### src/rtl/alu_mp_pkg.sv
// Shared encodings for the multi-word ALU sequencer: ALU op codes and
// sequencer states, plus a legality helper for incoming op codes.
package alu_mp_pkg;

  localparam logic [2:0] OP_PASS = 3'd0;
  localparam logic [2:0] OP_NOT  = 3'd1;
  localparam logic [2:0] OP_ADD  = 3'd2;
  localparam logic [2:0] OP_SUB  = 3'd3;
  localparam logic [2:0] OP_OR   = 3'd4;
  localparam logic [2:0] OP_AND  = 3'd5;

  typedef enum logic [1:0] {
    IDLE = 2'd0,
    EXEC = 2'd1,
    RESP = 2'd2
  } state_e;

  // Ops 6 and 7 are undefined and answered with an error response.
  function automatic logic op_legal(input logic [2:0] op);
    return op <= OP_AND;
  endfunction

  // Add and subtract chain a carry across words; everything else is bitwise.
  function automatic logic op_arith(input logic [2:0] op);
    return (op == OP_ADD) || (op == OP_SUB);
  endfunction

endpackage

### src/rtl/alu_mp_sequencer.sv
// Multi-word ALU sequencer: accepts an NW-word command, streams one word per
// cycle through an external combinational ALU (alu_* ports) chaining the
// carry, and returns the assembled NW-word result with a ready/valid response.
// Subtract is issued as A + ~B + 1, so rsp_c_out = 1 means "no borrow".
// Optional feature macro: ALU_MP_ZERO_FLAG_EN adds the rsp_zero output.
module alu_mp_sequencer
  import alu_mp_pkg::*;
#(
  parameter int W  = 32,
  parameter int NW = 4
) (
  input  logic            clk,
  input  logic            rst_n,
  input  logic            cmd_valid,
  output logic            cmd_ready,
  input  logic [2:0]      cmd_op,
  input  logic            cmd_c_in,
  input  logic [NW*W-1:0] cmd_a,
  input  logic [NW*W-1:0] cmd_b,
  output logic            rsp_valid,
  input  logic            rsp_ready,
  output logic [NW*W-1:0] rsp_result,
  output logic            rsp_c_out,
  output logic            rsp_err,
  output logic [W-1:0]    alu_a,
  output logic [W-1:0]    alu_b,
  output logic [2:0]      alu_op,
  output logic            alu_c_in,
  input  logic [W-1:0]    alu_result,
  input  logic            alu_c_out
`ifdef ALU_MP_ZERO_FLAG_EN
  ,
  output logic            rsp_zero
`endif
);

  localparam int KW = (NW > 1) ? $clog2(NW) : 1;
  localparam logic [KW-1:0] K_LAST = KW'(NW - 1);

  state_e            state_q, state_d;
  logic [KW-1:0]     k_q, k_d;
  logic [2:0]        op_q, op_d;
  logic              carry_q, carry_d;
  logic [NW*W-1:0]   a_q, a_d, b_q, b_d;
  logic [NW*W-1:0]   result_q, result_d;
  logic              c_out_q, c_out_d;
  logic              err_q, err_d;
`ifdef ALU_MP_ZERO_FLAG_EN
  logic              zero_q, zero_d;
`endif

  // Next-state, datapath updates and ALU drive; ALU inputs are zero outside EXEC.
  always_comb begin
    state_d  = state_q;
    k_d      = k_q;
    op_d     = op_q;
    carry_d  = carry_q;
    a_d      = a_q;
    b_d      = b_q;
    result_d = result_q;
    c_out_d  = c_out_q;
    err_d    = err_q;
`ifdef ALU_MP_ZERO_FLAG_EN
    zero_d   = zero_q;
`endif
    alu_a    = '0;
    alu_b    = '0;
    alu_op   = OP_PASS;
    alu_c_in = 1'b0;

    case (state_q)
      IDLE: begin
        if (cmd_valid) begin
          a_d      = cmd_a;
          b_d      = cmd_b;
          op_d     = cmd_op;
          k_d      = '0;
          result_d = '0;
          c_out_d  = 1'b0;
`ifdef ALU_MP_ZERO_FLAG_EN
          zero_d   = 1'b0;
`endif
          // Carry into word 0: +1 completes the two's complement for subtract.
          carry_d  = (cmd_op == OP_SUB) ? 1'b1 :
                     (cmd_op == OP_ADD) ? cmd_c_in : 1'b0;
          if (op_legal(cmd_op)) begin
            err_d   = 1'b0;
            state_d = EXEC;
          end else begin
            err_d   = 1'b1;
            state_d = RESP;
          end
        end
      end

      EXEC: begin
        alu_a    = a_q[k_q*W +: W];
        alu_b    = (op_q == OP_SUB) ? ~b_q[k_q*W +: W] : b_q[k_q*W +: W];
        alu_op   = (op_q == OP_SUB) ? OP_ADD : op_q;
        alu_c_in = op_arith(op_q) ? carry_q : 1'b0;
        result_d[k_q*W +: W] = alu_result;
        carry_d  = alu_c_out;
        if (k_q == K_LAST) begin
          c_out_d = op_arith(op_q) ? alu_c_out : 1'b0;
`ifdef ALU_MP_ZERO_FLAG_EN
          zero_d  = (result_d == '0);
`endif
          state_d = RESP;
        end else begin
          k_d = k_q + KW'(1);
        end
      end

      RESP: begin
        if (rsp_ready) begin
          k_d     = '0;
          state_d = IDLE;
        end
      end

      default: state_d = IDLE;
    endcase
  end

  // State and datapath registers; reset abandons any in-flight command.
  always_ff @(posedge clk or negedge rst_n) begin
    if (!rst_n) begin
      state_q  <= IDLE;
      k_q      <= '0;
      op_q     <= OP_PASS;
      carry_q  <= 1'b0;
      a_q      <= '0;
      b_q      <= '0;
      result_q <= '0;
      c_out_q  <= 1'b0;
      err_q    <= 1'b0;
`ifdef ALU_MP_ZERO_FLAG_EN
      zero_q   <= 1'b0;
`endif
    end else begin
      state_q  <= state_d;
      k_q      <= k_d;
      op_q     <= op_d;
      carry_q  <= carry_d;
      a_q      <= a_d;
      b_q      <= b_d;
      result_q <= result_d;
      c_out_q  <= c_out_d;
      err_q    <= err_d;
`ifdef ALU_MP_ZERO_FLAG_EN
      zero_q   <= zero_d;
`endif
    end
  end

  assign cmd_ready  = (state_q == IDLE);
  assign rsp_valid  = (state_q == RESP);
  assign rsp_result = result_q;
  assign rsp_c_out  = c_out_q;
  assign rsp_err    = err_q;
`ifdef ALU_MP_ZERO_FLAG_EN
  assign rsp_zero   = zero_q;
`endif

endmodule

### config.mk
export PLATFORM = sky130hd
export DESIGN_NAME = alu_mp_sequencer
export DESIGN_NICKNAME = d
export VERILOG_FILES = /design/src/rtl/alu_mp_pkg.sv /design/src/rtl/alu_mp_sequencer.sv
export SDC_FILE = /design/constraint.sdc
export NUM_CORES = 1
export LEC_CHECK = 0
export CELL_PAD_IN_SITES_DETAIL_PLACEMENT = 1
export CELL_PAD_IN_SITES_GLOBAL_PLACEMENT = 2
export CORE_ASPECT_RATIO = 1.4
export CORE_MARGIN = 3
export CORE_UTILIZATION = 25
export CTS_BUF_LIST = sky130_fd_sc_hd__clkbuf_2 sky130_fd_sc_hd__clkbuf_4 sky130_fd_sc_hd__clkbuf_8
export DETAILED_ROUTE_END_ITERATION = 16
export PLACE_DENSITY = 0.7
export SLEW_MARGIN = 0
export SYNTH_ARGS = -nofsm -noshare
export SYNTH_HDL_FRONTEND = slang
export SYNTH_SLANG_ARGS = --single-unit
### constraint.sdc
create_clock -name clk -period 3.8 [get_ports clk]
set_input_delay 0.76 -clock clk [delete_from_list [all_inputs] [get_ports clk]]
set_output_delay 0.76 -clock clk [all_outputs]
set_load 0.005 [all_outputs]
==> flow_summary_export.csv <==
group,metric,value,unit
outcome,outcome,"finished, final reports clean",
yosys,async_flop_share,100.0,%
die,die_area,70580,um^2
sta,slew_headroom,47.32,%
finish,final_nets,1877,
setup_path,end_kind,"output pin",
setup_path,crit_start,"k_q[1]",
clock_tree,clock-sinks,394,
die,fp.dieW,225.4,um
clock_tree,cts_made_buffers,72,
die,core,66700,um^2
yosys,mappedNetlistNets,1350,
yosys,synth_top_family_by_area,"multiplexers",
place,dp_cells,2352,
worst_hold_path,hp-class,"input pin to asynchronous set/reset pin",
clock_tree,cts-htree-levels,3,
setup_path,endpoint,"alu_a[9]",
sta,min_period,3552,ps
detailed_routing,routedWlPerCell,23.66,um
sta,worst_slew_pin_slew,790.2,ps
grt,grt_use_total,16.59,%
detailed_routing,drtIter0Drc,418,
sta,worst_slack,247.8,ps
yosys,synth_compound_area_share,7.264,%
yosys,avgSynthCellArea,16.07,um^2
finish,area_growth_syn_to_layout,45.00,%
sta,fin_setup_tns,0,ps
clock_tree,clockBufferDepth,3,
clock_tree,root_buffer,"clkbuf_8",
yosys,synth_fa_ha_area_share,0.3714,%
yosys,synth_xor_area_share,0,%
setup_path,regToRegSetupSlack,1190,ps
grt,grt_pass1_wl,87.31,mm
sta,setup_viol,0,
yosys,synth_edf_count,0,
power_and_ir_drop,powerDensity,795.9,nW/um^2
detailed_routing,ant_nets,0,
sta,clock-skew-final,34.27,ps
sta,slew_viol_final,0,
power_and_ir_drop,ir_worst_vdd,444.0,uV
die,ioPinCount,497,
finish,finalNonFillerCells,2490,
setup_path,crit_type,"flop to output pin",
yosys,ys.warnings.count,0,
clock_tree,cts_tree,"built",
place,place_congestion,0.7737,
place,dp_hpwl,40.62,mm
sta,max_freq,281.5,MHz
setup_path,critPathRequiredTime,3040,ps
detailed_routing,drt_first_pass_iters,4,
setup_path,r2r-start,"k_q[1]",
finish,drive_above_1_share,27.88,%
power_and_ir_drop,total_leakage_power,0.01019,uW
detailed_routing,top_layer_used,"met5",
sta,grt_setup_unrepaired,"false",
yosys,syn-cell-area,16850,um^2
clock_tree,worstSkewPairLatency,670,ps
die,num_rows,112,
grt,grt_max_degree,93,
die,die_h,313.1,um
setup_path,r2r-end,"rsp_result[77]",
setup_path,worstPathArrival,2790,ps
place,place_ws,283.7,ps
yosys,ys.flop_type,"dfrtp_1",
detailed_routing,via_per_inst,4.642,
place,port_buffers,496,
clock_tree,cts.clk_slew.worst_paths,60,ps
detailed_routing,wl_met2,31.25,mm
yosys,yosys.area_share.simple,2.451,%
setup_path,worstSetupStartpointType,"flop",
grt,grt_pass1_vias,13320,
flow_run,maxCapViolations,0,
setup_path,crit_fanout,24,
sta,finalCritPeriodShare,93.48,%
yosys,synth_cells,1048,
detailed_routing,drc_errors,0,
grt,gr-total-overflow,0,
power_and_ir_drop,finalPower,19440,uW
yosys,seq_area_frac_synth,58.53,%
die,start_util,25.26,%
detailed_routing,finalWirelength,58.92,mm
setup_path,reg2regPathDepth,7,
grt,antenna_found_initial,17,
detailed_routing,via_count,11560,
sta,hold_viol,0,
detailed_routing,wl_met3,4.416,mm
yosys,synth_cell_type_count,34,
yosys,ys_ff_latch,394,
yosys,synth_mux_area_share,27.77,%
detailed_routing,met1Wirelength,21.52,mm
[through the flow]
| step | cell area (um^2) | util (%) | hold WS (ps) |
|---|---|---|---|
| after floorplan | 16850 | - | 458.7 |
| after global placement | 22750 | 34.10 | 465.8 |
| after detailed placement | 22750 | 34.10 | 478.5 |
| after CTS | 24400 | 36.58 | 127.8 |
| after global routing | 24420 | 36.62 | 145.1 |
| final | 24430 | 36.62 | 163.8 |
[sequential cells by signal (all words and copies together), names as in the netlist]
signal,cells
state_q,2
rsp_c_out,1
k_q,2
rsp_result,128
rsp_err,1
carry_q,1
a_q,128
op_q,3
b_q,128
[cells in the mapped netlist (2+ instances only)]
cell | count | share of area [%]
and3_1 | 2 | 0.074
mux2_2 | 215 | 14
nand2_1 | 9 | 0.20
clkbuf_1 | 15 | 0.33
mux2i_1 | 32 | 1.9
a22o_1 | 129 | 6.7
buf_6 | 32 | 2.1
o211ai_1 | 2 | 0.089
o21ai_0 | 3 | 0.089
nor4_2 | 2 | 0.15
mux2_1 | 44 | 2.9
nand3_1 | 2 | 0.059
a21o_1 | 5 | 0.22
buf_1 | 2 | 0.045
nand2b_1 | 4 | 0.15
nor2b_1 | 2 | 0.074
ha_1 | 5 | 0.37
nor2_1 | 2 | 0.045
a21oi_1 | 2 | 0.059
mux4_2 | 64 | 8.6
inv_1 | 6 | 0.13
buf_2 | 31 | 0.92
dfrtp_1 | 394 | 59
and2_1 | 34 | 1.3
[area by class of cell]
type,instances,area (um^2)
fill,6969,42280
inverter,6,22.52
antenna,10,25.02
multi-input combinational,567,6416
clock inverter,15,146.4
tap,855,1070
sequential,394,9868
clock buffer,109,1425
timing repair buffer,534,5454
[timing repair]
action | 4_1_cts | 5_1_grt
buffers inserted | 4 | 0
hold buffers | 0 | 0
gates resized for setup | 1 | 2
setup endpoints to repair | 64 | 3
pin swaps | 0 | 0
[worst min path at each step]
stage,startpoint,to,cells after the start
global route,rst_n,a_q[38],1
detailed placement,a_q[103],a_q[103],1
finish,rst_n,a_q[38],1
CTS,rst_n,a_q[38],1
floorplan,rst_n,a_q[0],0
global placement,rsp_err,rsp_err,2
[kinds of logic (layout without fill, tap and decap cells)]
logic type,after synthesis,after routing
flip-flops,394,394
adder cells (fa/ha/maj),5,5
other,0,10
AND/OR/NAND/NOR,64,64
AO/OA/AOI/OAI,143,143
buffers and inverters,87,664
multiplexers,355,355
[metal layers]
layer,vias to the layer above,GRT usage (%)
met5,-,0
met4,10,6.504
met3,101,5.686
met2,400,29.89
met1,6051,17.70
li1,4997,-
[cell usage in the layout (no fill, tap or decap), types with 5 or more instances in the layout]
master and count:
mux2i_1 32, ha_1 5, nand2_1 9, buf_12 14, diode_2 10, a22o_1 129, mux2_1 44, clkinv_2 7
dfrtp_1 391, clkdlybuf4s50_1 495, clkbuf_8 97, a21o_1 5, inv_1 6, clkbuf_4 12, mux2_2 215, and2_1 34
buf_4 22, mux4_2 64
[critical path, cell delays in order, from the launching register on]
cell and delay [ps]:
dfrtp_4 650, buf_12 270, buf_4 260, mux4_2 320
and2_1 160, clkdlybuf4s50_1 470
[power by group]
part / internal [uW] / switching (uW) / total [uW]
Clock: 2530 / 1860 / 4390
Combinational: 4840 / 3260 / 8100
Sequential: 5930 / 1020 / 6950
(Power assumes the default switching activity.)
==> RTL change: new RTL, same flow settings <==
Build with the macro `ALU_MP_ZERO_FLAG_EN` defined.
--- a/src/rtl/alu_mp_sequencer.sv
+++ b/src/rtl/alu_mp_sequencer.sv
@@ -5,2 +5,4 @@
 // Optional feature macro: ALU_MP_ZERO_FLAG_EN adds the rsp_zero output.
+`define ALU_MP_ZERO_FLAG_EN
+
 module alu_mp_sequencer
Behaviour (old outputs only; new: rsp_zero): no difference found for any inputs over 4 cycles, from zero or initial values and one cycle with rst_n low; that may be too few to reach the edited logic, so the function may still have changed.
==> RTL change against the original RTL <==
  * Sequential cell count up 1
  * Non-clock buffer count up 5
  * Synthesized area up 2.7%
  * Design area up 2.8%
  * Routed wire length up 21%
  * Total power up 2.0%
  * First-iteration DRC count up 120%
  * Setup slack worse by 0.048 ns
  * Combinational power up 6.5%
  * Core utilization up 0.23 points
==> RTL change: results (changes against the original RTL) <==
==================================================================================
Status                                                                complete, no violations   unchanged
Part of the Yosys area used for sequential elements                          0.571   was 0.585
FF-to-FF path depth                                                              8   was 7
Slew at the pin closest to its max-slew limit                              1.00 ns   was 0.790 ns
Worst slack, placed                                                       0.613 ns   was 0.284 ns
Synth top area cells                                                  sky130_fd_sc_hd__dfrtp_1 57%, sky130_fd_sc_hd__nand2_1 17%, sky130_fd_sc_hd__mux4_2 8.3%   was sky130_fd_sc_hd__dfrtp_1 59%, sky130_fd_sc_hd__mux2_2 14%, sky130_fd_sc_hd__mux4_2 8.6%
Antenna violations before repair                                                25   was 17
Total via count in the routed design                                         15164   was 11559
Number of fillers in the final layout                                         7744   was 6969
Reg2Reg Setup Slack                                                        0.76 ns   was 1.19 ns
Highest net fanout along the worst path                                         37   was 24
Final weighted congestion in routability-driven placement                    0.838   was 0.774
Pin count of the biggest net entering global routing                            94   was 93
Via count of the first global-routing pass                                   16753   was 13323
Net count of the mapped netlist                                               2020   was 1350
Clock Latency Late Sink                                                    0.62 ns   was 0.67 ns
Detailed placer's ending HPWL                                             52400 um   was 40600 um
Clock skew                                                               0.0163 ns   was 0.0343 ns
Biggest cell delay along the critical path                                 0.79 ns   was 0.65 ns
GRT Total Usage                                                              0.194   was 0.166
Static leakage power                                                       11.6 nW   was 10.2 nW
Top cell type's share of synthesized area                                    0.571   was 0.585
Share of final-layout standard cells stronger than drive strength 1          0.111   was 0.279
Arrival time of data at the critical path endpoint                         2.84 ns   was 2.79 ns
YS warnings                                                                      0   unchanged
Largest vdd supply drop                                                   0.278 mV   was 0.444 mV
Unique masters post-synth                                                       41   was 34
Number of buffers inserted to repair setup after CTS                             1   was 4
Initial detailed-routing violation count                                       901   was 418
First-pass GRT wire length                                               107000 um   was 87300 um
I/O Buffers                                                                    497   was 496
==================================================================================
[RTL change: cell count changes after synthesis, moves of 30 or more]
cell,delta
sky130_fd_sc_hd__nor2_1,+55
sky130_fd_sc_hd__nand2_1,+781
sky130_fd_sc_hd__mux2_2,-214
sky130_fd_sc_hd__mux2_1,-44
sky130_fd_sc_hd__xor2_1,+32
sky130_fd_sc_hd__mux2i_1,-32
sky130_fd_sc_hd__buf_6,-32
sky130_fd_sc_hd__nor4_1,+30
sky130_fd_sc_hd__clkbuf_1,+61
[RTL change: cell families (layout without fill, tap and decap cells)]
| family | after synthesis | after routing | share of synthesized area |
|---|---|---|---|
| and+or+nand+nor | 943 | 943 | 0.219 |
| DFF | 395 | 395 | 0.571 |
| AOI/OAI and AO/OA | 162 | 162 | 0.0788 |
| buffers and inverters | 114 | 665 | 0.0266 |
| muxes | 65 | 65 | 0.0840 |
| xor gates and xnor gates | 32 | 32 | 0.0162 |
| adders and majority gates | 6 | 6 | 0.00434 |
| other | 0 | 17 | 0 |
[RTL change: power groups by stage]
| stage | clock network, W | logic (W) | registers [W] |
|---|---|---|---|
| after floorplan | 0 | 0.00468 | 0.00655 |
| after detailed placement | 0 | 0.00869 | 0.00708 |
| after global routing | 0.00460 | 0.00953 | 0.00718 |
| after global placement | 0 | 0.00854 | 0.00704 |
| final | 0.00422 | 0.00863 | 0.00698 |
| after CTS | 0.00441 | 0.00882 | 0.00699 |
[RTL change: cell type report]
class	instances	area, sq um	share of cell area
sequential	395	9890	0.394
multi-input combinational	1208	7010	0.279
timing repair buffer	539	5530	0.220
clock buffer	106	1330	0.0529
tap	920	1150	0.0458
clock inverter	16	141	0.00563
antenna	17	42.5	0.00169
inverter	4	15.0	0.000598
[RTL change: metrics by stage]
stage | instances | hold slack, ns | power, W | instance area (sq um)
after floorplan | 1717 | 0.440 | 0.0112 | 17300
after detailed placement | 3065 | 0.458 | 0.0158 | 23600
final | 3205 | 0.131 | 0.0198 | 25100
after global placement | 3065 | 0.452 | 0.0156 | 23600
after global routing | 3203 | 0.123 | 0.0213 | 25100
after CTS | 3188 | 0.115 | 0.0202 | 25100
[RTL change: metal layers]
layer  vias to the layer above  global-route usage  share of wire
met2                       576               0.337           0.51
li1                       6767                   -              -
met1                      7644               0.219           0.38
met4                        12               0.109          0.050
met5                         -                   0         0.0013
met3                       165              0.0472          0.062
[RTL change: worst max-delay path by stage]
stage / cells past startpoint / startpoint / to / slack (ns)
finish: 4 / k_q[1] / alu_a[30] / 0.20
global route: 4 / k_q[1] / alu_a[30] / 0.03
CTS: 4 / k_q[1] / alu_a[30] / 0.01
detailed placement: 6 / op_q[1] / alu_b[12] / 0.61
global placement: 6 / op_q[2] / alu_b[12] / 0.63
floorplan: 10 / k_q[1] / rsp_result[60] / 1.11
